$ cat src/rtl/table_access_scheduler_if.sv
// Lookup, response and update channels between requesters and table_access_scheduler.
interface table_access_scheduler_if #(
   parameter int R     = 4,
   parameter int D     = 16,
   parameter int WIDTH = 32
);
   localparam int LOG_D = (D > 1) ? $clog2(D) : 1;
   localparam int LOG_R = (R > 1) ? $clog2(R) : 1;

   logic [R-1:0]       lk_valid_i;
   logic [R-1:0]       lk_ready_o;
   logic [R*LOG_D-1:0] lk_addr_i;
   logic               rsp_valid_o;
   logic [LOG_R-1:0]   rsp_idx_o;
   logic [WIDTH-1:0]   rsp_data_o;
   logic               upd_valid_i;
   logic               upd_ready_o;
   logic [LOG_D-1:0]   upd_addr_i;
   logic [WIDTH-1:0]   upd_data_i;

   modport master (
      output lk_valid_i, lk_addr_i, upd_valid_i, upd_addr_i, upd_data_i,
      input  lk_ready_o, rsp_valid_o, rsp_idx_o, rsp_data_o, upd_ready_o
   );

   modport slave (
      input  lk_valid_i, lk_addr_i, upd_valid_i, upd_addr_i, upd_data_i,
      output lk_ready_o, rsp_valid_o, rsp_idx_o, rsp_data_o, upd_ready_o
   );
endinterface

$ cat src/rtl/table_access_scheduler.sv
// Shares a combinational-read lookup table between R round-robin requesters and one update port,
// zeroing the table after reset and on flush. Define TABLE_SCHED_BYPASS_EN for same-address write-through.
module table_access_scheduler #(
   parameter int R     = 4,
   parameter int D     = 16,
   parameter int WIDTH = 32,
   parameter int LOG_D = (D > 1) ? $clog2(D) : 1,
   parameter int LOG_R = (R > 1) ? $clog2(R) : 1
) (
   input  logic                   clk,
   input  logic                   rstn,
   table_access_scheduler_if.slave tif,
   input  logic                   flush_i,
   output logic                   busy_o,
   output logic                   ram_we_o,
   output logic [LOG_D-1:0]       ram_waddr_o,
   output logic [WIDTH-1:0]       ram_wdata_o,
   output logic                   ram_re_o,
   output logic [LOG_D-1:0]       ram_raddr_o,
   input  logic [WIDTH-1:0]       ram_rdata_i
);

   typedef enum logic {SWEEP, RUN} state_t;

   state_t           state_q, state_d;
   logic [LOG_D-1:0] cnt_q, cnt_d;
   logic [LOG_R-1:0] ptr_q, ptr_d;

   logic             arb_vld;
   logic [LOG_R-1:0] arb_idx;
   logic [LOG_D-1:0] arb_addr;
   int unsigned      idx;

   logic             grant;
   logic             upd_fire;
   logic [WIDTH-1:0] rsp_data_d;

   logic             rsp_valid_q;
   logic [LOG_R-1:0] rsp_idx_q;
   logic [WIDTH-1:0] rsp_data_q;

   // First asserted request at or after the pointer, wrapping modulo R.
   always_comb begin
      arb_vld = 1'b0;
      arb_idx = '0;
      idx     = 0;
      for (int unsigned k = 0; k < R; k++) begin
         idx = (32'(ptr_q) + k) % R;
         if (!arb_vld && tif.lk_valid_i[idx[LOG_R-1:0]]) begin
            arb_vld = 1'b1;
            arb_idx = idx[LOG_R-1:0];
         end
      end
      arb_addr = tif.lk_addr_i[arb_idx*LOG_D +: LOG_D];
   end

   // Outputs are qualified with rstn so they hold their idle values while reset is asserted.
   always_comb begin
      state_d         = state_q;
      cnt_d           = cnt_q;
      ptr_d           = ptr_q;
      grant           = 1'b0;
      upd_fire        = 1'b0;
      busy_o          = 1'b1;
      ram_we_o        = 1'b0;
      ram_waddr_o     = '0;
      ram_wdata_o     = '0;
      ram_re_o        = 1'b0;
      ram_raddr_o     = '0;
      tif.lk_ready_o  = '0;
      tif.upd_ready_o = 1'b0;
      if (rstn) begin
         case (state_q)
            SWEEP: begin
               ram_we_o    = 1'b1;
               ram_waddr_o = cnt_q;
               cnt_d       = cnt_q + 1'b1;
               if (cnt_q == LOG_D'(D - 1)) begin
                  cnt_d   = '0;
                  state_d = RUN;
               end
            end
            RUN: begin
               busy_o          = 1'b0;
               tif.upd_ready_o = 1'b1;
               upd_fire        = tif.upd_valid_i;
               if (upd_fire) begin
                  ram_we_o    = 1'b1;
                  ram_waddr_o = tif.upd_addr_i;
                  ram_wdata_o = tif.upd_data_i;
               end
               if (arb_vld) begin
                  grant                   = 1'b1;
                  tif.lk_ready_o[arb_idx] = 1'b1;
                  ram_re_o                = 1'b1;
                  ram_raddr_o             = arb_addr;
                  ptr_d = (arb_idx == LOG_R'(R - 1)) ? '0 : arb_idx + 1'b1;
               end
               if (flush_i) state_d = SWEEP;
            end
            default: state_d = SWEEP;
         endcase
      end
   end

   always_comb begin
`ifdef TABLE_SCHED_BYPASS_EN
      rsp_data_d = (upd_fire && (tif.upd_addr_i == arb_addr)) ? tif.upd_data_i : ram_rdata_i;
`else
      rsp_data_d = ram_rdata_i;
`endif
   end

   always_ff @(posedge clk or negedge rstn) begin
      if (!rstn) begin
         state_q     <= SWEEP;
         cnt_q       <= '0;
         ptr_q       <= '0;
         rsp_valid_q <= 1'b0;
         rsp_idx_q   <= '0;
         rsp_data_q  <= '0;
      end else begin
         state_q     <= state_d;
         cnt_q       <= cnt_d;
         ptr_q       <= ptr_d;
         rsp_valid_q <= grant;
         if (grant) begin
            rsp_idx_q  <= arb_idx;
            rsp_data_q <= rsp_data_d;
         end
      end
   end

   assign tif.rsp_valid_o = rsp_valid_q;
   assign tif.rsp_idx_o   = rsp_idx_q;
   assign tif.rsp_data_o  = rsp_data_q;

endmodule

$ cat src/flat_wrapper.sv
// flat-port wrapper written by rule: the top's interface ports become plain ports
module table_access_scheduler_flat 
#(
   parameter int R     = 4,
   parameter int D     = 16,
   parameter int WIDTH = 32,
   parameter int LOG_D = (D > 1) ? $clog2(D) : 1,
   parameter int LOG_R = (R > 1) ? $clog2(R) : 1
)
  (clk, rstn, flush_i, busy_o, ram_we_o, ram_waddr_o, ram_wdata_o, ram_re_o, ram_raddr_o, ram_rdata_i, tif_lk_valid_i, tif_lk_addr_i, tif_upd_valid_i, tif_upd_addr_i, tif_upd_data_i, tif_lk_ready_o, tif_rsp_valid_o, tif_rsp_idx_o, tif_rsp_data_o, tif_upd_ready_o);
  table_access_scheduler_if #(.R(R), .D(D), .WIDTH(WIDTH)) tif_i ();
  input  logic clk;
  input  logic rstn;
  input  logic flush_i;
  output logic busy_o;
  output logic ram_we_o;
  output logic [LOG_D-1:0] ram_waddr_o;
  output logic [WIDTH-1:0] ram_wdata_o;
  output logic ram_re_o;
  output logic [LOG_D-1:0] ram_raddr_o;
  input  logic [WIDTH-1:0] ram_rdata_i;
  input wire logic [$bits(tif_i.lk_valid_i)-1:0] tif_lk_valid_i;
  input wire logic [$bits(tif_i.lk_addr_i)-1:0] tif_lk_addr_i;
  input wire logic [$bits(tif_i.upd_valid_i)-1:0] tif_upd_valid_i;
  input wire logic [$bits(tif_i.upd_addr_i)-1:0] tif_upd_addr_i;
  input wire logic [$bits(tif_i.upd_data_i)-1:0] tif_upd_data_i;
  output wire logic [$bits(tif_i.lk_ready_o)-1:0] tif_lk_ready_o;
  output wire logic [$bits(tif_i.rsp_valid_o)-1:0] tif_rsp_valid_o;
  output wire logic [$bits(tif_i.rsp_idx_o)-1:0] tif_rsp_idx_o;
  output wire logic [$bits(tif_i.rsp_data_o)-1:0] tif_rsp_data_o;
  output wire logic [$bits(tif_i.upd_ready_o)-1:0] tif_upd_ready_o;
  assign tif_i.lk_valid_i = tif_lk_valid_i;
  assign tif_i.lk_addr_i = tif_lk_addr_i;
  assign tif_i.upd_valid_i = tif_upd_valid_i;
  assign tif_i.upd_addr_i = tif_upd_addr_i;
  assign tif_i.upd_data_i = tif_upd_data_i;
  assign tif_lk_ready_o = tif_i.lk_ready_o;
  assign tif_rsp_valid_o = tif_i.rsp_valid_o;
  assign tif_rsp_idx_o = tif_i.rsp_idx_o;
  assign tif_rsp_data_o = tif_i.rsp_data_o;
  assign tif_upd_ready_o = tif_i.upd_ready_o;
  table_access_scheduler #(.R(R), .D(D), .WIDTH(WIDTH), .LOG_D(LOG_D), .LOG_R(LOG_R)) u_core (.clk(clk), .rstn(rstn), .tif(tif_i), .flush_i(flush_i), .busy_o(busy_o), .ram_we_o(ram_we_o), .ram_waddr_o(ram_waddr_o), .ram_wdata_o(ram_wdata_o), .ram_re_o(ram_re_o), .ram_raddr_o(ram_raddr_o), .ram_rdata_i(ram_rdata_i));
endmodule
$ cat config.mk
export PLATFORM = sky130hd
export DESIGN_NAME = table_access_scheduler_flat
export DESIGN_NICKNAME = d
export VERILOG_FILES = /design/src/rtl/table_access_scheduler_if.sv /design/src/rtl/table_access_scheduler.sv /design/src/flat_wrapper.sv
export SDC_FILE = /design/constraint.sdc
export NUM_CORES = 1
export LEC_CHECK = 0
export ABC_AREA = 0
export ABC_CLOCK_PERIOD_IN_PS = 1700
export CAP_MARGIN = 25
export CELL_PAD_IN_SITES_DETAIL_PLACEMENT = 0
export CELL_PAD_IN_SITES_GLOBAL_PLACEMENT = 1
export CORE_UTILIZATION = 21
export CTS_CLUSTER_SIZE = 16
export DETAILED_ROUTE_END_ITERATION = 10
export PLACE_DENSITY = 0.77
export SYNTH_ARGS = -nofsm -noshare
export SYNTH_HDL_FRONTEND = slang
export SYNTH_SLANG_ARGS = --single-unit
$ cat constraint.sdc
create_clock -name clk -period 1.7 [get_ports clk]
set_input_delay 0.34 -clock clk [delete_from_list [all_inputs] [get_ports clk]]
set_output_delay 0.34 -clock clk [all_outputs]
set_load 0.01 [all_outputs]
==> run_results.csv, run 1 <==
group,metric,value,unit
cells_and_area,post_route_cells_drive_above_1_share,50.0,%
outcome,run_status,"complete, but fails checks",
clock_tree,ctsHtreeMaxLevel,2,
synth,seq_area_frac_synth,47.0,%
synth,synth_area,2240,um2
setup_path,reg2regPathDepth,8,
sta,final-max-slew-violation-count,0,
synth,synthTopCellsByCount,"dfrtp_1, mux2_2, and3_1",
sta,slew-limit-headroom,62.8,%
grt,global_route.overflow_total,0,
sta,hold_viol,0,
clock_tree,num_cts_buffers,5,
drt,drtIter0Drc,53,
cells_and_area,nNetsFinal,503,
drt,post_drt_wl_per_cell,14.9,um
cells_and_area,areaGrowthSynthToFinish,123,%
sta,fin_skew,3.08,ps
sta,layout_min_cycle_time,2180,ps
setup_path,critical_path.cell_chain,"a21oi_2 > o21ai_2 > o2bb2a_4 > buf_4 > mux2i_2 > o22ai_2 > buf_2",
setup_path,worstSetupPathType,"reg2out",
synth,yosysWarningCount,0,
sta,hold_slack,252,ps
drt,postRouteWirelength,8110,um
sta,final_critical_path_setup_slack,-478,ps
synth,syn_nets,285,
pwr,static-leakage-power,2.17,nW
floorplanning,die_w,105,um
cells_and_area,layoutNonFillerInstCount,543,
synth,synth.top_cells.by_area,"dfrtp_1, mux2_2, and3_1",
place,post-dp-hpwl,5260,um
sta,finalCritPeriodShare,128,%
hold_path,worstHoldPathType,"in2async",
grt,track_usage,13.9,%
place,gp_routability_congestion,0.694,
synth,ys_seq_elements,42,
pwr,max-vdd-ir-drop,0.805,mV
synth,postSynth.topFlopCell,"dfrtp_1",
clock_tree,cts_num_sinks,42,
setup_path,startpoint_class_of_the_critical_path,"flop",
sta,setup_violations,67,
setup_path,timing.critical_path.slowest_stage_cell,"dfrtp_2",
drt,num_vias,2357,
pwr,pwr_density_cell,1180,nW/um2
synth,post_synth_num_cell_types,32,
setup_path,required,1360,ps
sta,max_freq,0.459,GHz
job,timing.max_cap.violations,0,
setup_path,worstSetupEndpointType,"primary output",
synth,async_reset_ff_share,100,%
grt,antenna_found_initial,0,
drt,antenna_violating_nets_post_route,0,
grt,grt_pass1_vias,2490,
clock_tree,cts.clk_slew.worst_paths,80,ps
floorplanning,start_util,21.7,%
synth,library_cell_with_the_highest_instance_count_after_synthesis,"dfrtp_1",
floorplanning,die_area,11100,um2
drt,drt-vias-per-instance,4.34,
setup_path,crit_fanout,5,
clock_tree,number_of_buffers_between_clock_root_and_the_deepest_sink,2,
synth,cell_taking_the_most_area_after_synthesis,"dfrtp_1",
grt,grt_max_degree,45,
outcome,failing_checks,"setup timing",
clock_tree,clkLatencyLatePin,290,ps
floorplanning,top_level_ports,175,
setup_path,crit-reg2reg-launch,"u_core.state_q",
setup_path,max_stage_delay,450,ps
place,dpl.cell_count,503,
place,portBuffers,174,
floorplanning,floorplan.rows,37,
clock_tree,cts_tree,"yes",
setup_path,worst-r2r-setup-slack,-70,ps
grt,global_route_wire_length_before_repair,12400,um
clock_tree,root_buffer,"clkbuf_8",
setup_path,r2r_end,"u_core.tif.rsp_data_o[5]",
synth,gate_count_post_synth,188,
sta,rsz0062_at_grt,"true",
synth,syn-mean-instance-area,11.9,um2
synth,synth_top_area_share,47.0,%
setup_path,critical_path_arrival,1840,ps
synth,synth-edff-count,0,
drt,drt_drc,0,
floorplanning,design.core.area,10300,um2
sta,worst_pin_slew,559,ps
floorplanning,die_height,105,um
drt,firstDrtPassIters,4,
==> cell type report <==
class                           instances  area [um2]
Timing Repair Buffer                  223        2330
Tap cell                              136         170
Inverter                                7        28.8
Fill cell                             951        5320
Multi-Input combinational cell        127        1340
Antenna cell                            1        2.50
Clock inverter                          1        7.51
Sequential cell                        42        1050
Clock buffer                            6        72.6
==> registers in the layout (all words and copies together) (netlist names) <==
register and flops:
u_core.ptr_q 2, u_core.tif.rsp_data_o 32, u_core.cnt_q 4, u_core.tif.rsp_idx_o 2, u_core.state_q 1, u_core.tif.rsp_valid_o 1
==> how the worst max path moves through the flow <==
stage / from / endpoint / slack (ps) / cells after the start
after CTS: u_core.ptr_q[1] / ram_raddr_o[0] / -450 / 7
after global routing: u_core.ptr_q[1] / ram_raddr_o[2] / -590 / 7
after floorplan: u_core.ptr_q[1] / tif_lk_ready_o[0] / 10 / 7
final: u_core.ptr_q[1] / ram_raddr_o[2] / -480 / 7
after detailed placement: tif_lk_valid_i[0] / tif_lk_ready_o[0] / -920 / 8
after global placement: tif_lk_valid_i[3] / tif_lk_ready_o[2] / -870 / 8
==> layout by cell type (no fill, tap or decap), types with 3 or more instances in the layout <==
| cell type | synthesis | routed |
|---|---|---|
| buf_8 | 0 | 5 |
| nand2_1 | 5 | 4 |
| mux2_4 | 0 | 3 |
| o21ai_0 | 4 | 4 |
| dfrtp_1 | 42 | 41 |
| buf_6 | 6 | 52 |
| o22ai_2 | 0 | 4 |
| and3_4 | 0 | 31 |
| clkbuf_8 | 0 | 5 |
| buf_2 | 1 | 17 |
| mux2_2 | 35 | 32 |
| clkdlybuf4s50_1 | 0 | 120 |
| mux2i_2 | 0 | 3 |
| buf_4 | 0 | 17 |
| buf_12 | 0 | 5 |
| clkbuf_16 | 0 | 3 |
| mux2i_1 | 9 | 6 |
| a22o_1 | 3 | 3 |
| a21oi_1 | 5 | 3 |
| ha_2 | 0 | 3 |
| and3_1 | 34 | 3 |
| inv_1 | 6 | 5 |
| and2_1 | 5 | 3 |
==> cells by family (layout without fill, tap and decap cells) <==
group / count (synthesis) / in the layout / share of synthesized area [%]
other: 0 / 1 / 0
adder cells (fa/ha/maj): 5 / 5 / 2.79
buffers and inverters: 20 / 237 / 5.53
XOR/XNOR: 1 / 1 / 0.391
AO/OA/AOI/OAI: 21 / 22 / 6.37
AND/OR/NAND/NOR: 55 / 55 / 16.3
multiplexers: 44 / 44 / 21.6
flip-flops: 42 / 42 / 47.0
==> stage by stage <==
stage | setup TNS, ps | utilization, % | setup WS, ps | total power (W) | cell area [um2]
2_1_floorplan | 0 | - | 13.2 | 0.00307 | 2240
3_3_place_gp | -38610 | 40.5 | -872 | 0.00457 | 4190
3_5_place_dp | -41370 | 40.5 | -924 | 0.00464 | 4190
4_1_cts | -7370 | 44.1 | -450 | 0.00567 | 4550
5_1_grt | -16020 | 48.4 | -586 | 0.00633 | 5000
6_report | -11280 | 48.4 | -478 | 0.00592 | 5000
==> worst max-delay path: cells and delay by family (launching register included) <==
kind                   cells  cell delay (ps)
AO/OA/AOI/OAI              4              610
multiplexers               1              230
buffers and inverters      2              260
flip-flops                 1              450
==> per-layer routing <==
metal,vias up,part of all wire [%],GRT usage (%)
li1,1117,-,-
met1,1121,38,15.7
met2,113,51,24.8
met3,6,9.9,5.44
met4,0,0.94,3.02
met5,-,0,0
==> report_power, final <==
part	total [W]	leakage, nW	switching [W]	internal [W]
clock	0.000618	0.0373	0.000336	0.000282
combinational	0.00350	1.63	0.00128	0.00223
sequential	0.00180	0.501	0.000303	0.00150
total	0.00592	2.17	0.00192	0.00401
==> repair_timing <==
action,in CTS,in global routing
hold endpoints to repair,0,0
cloned,5,4
hold buffers,0,0
gates resized for setup,271,68
buffers inserted,16,11
pin swaps,15,23
setup endpoints to repair,83,80
Power figures use the tool's default switching activity.
==> run 2: changes to the inputs <==
--- a/config.mk
+++ b/config.mk
@@ -14,6 +14,7 @@
 export CTS_CLUSTER_SIZE = 16
 export DETAILED_ROUTE_END_ITERATION = 10
 export PLACE_DENSITY = 0.77
+export SLEW_MARGIN = 20
 export SYNTH_ARGS = -nofsm -noshare
 export SYNTH_HDL_FRONTEND = slang
 export SYNTH_SLANG_ARGS = --single-unit
==> results of run 2 <==
Same layout as run 1: the final DEF is identical, and so are final timing and power.
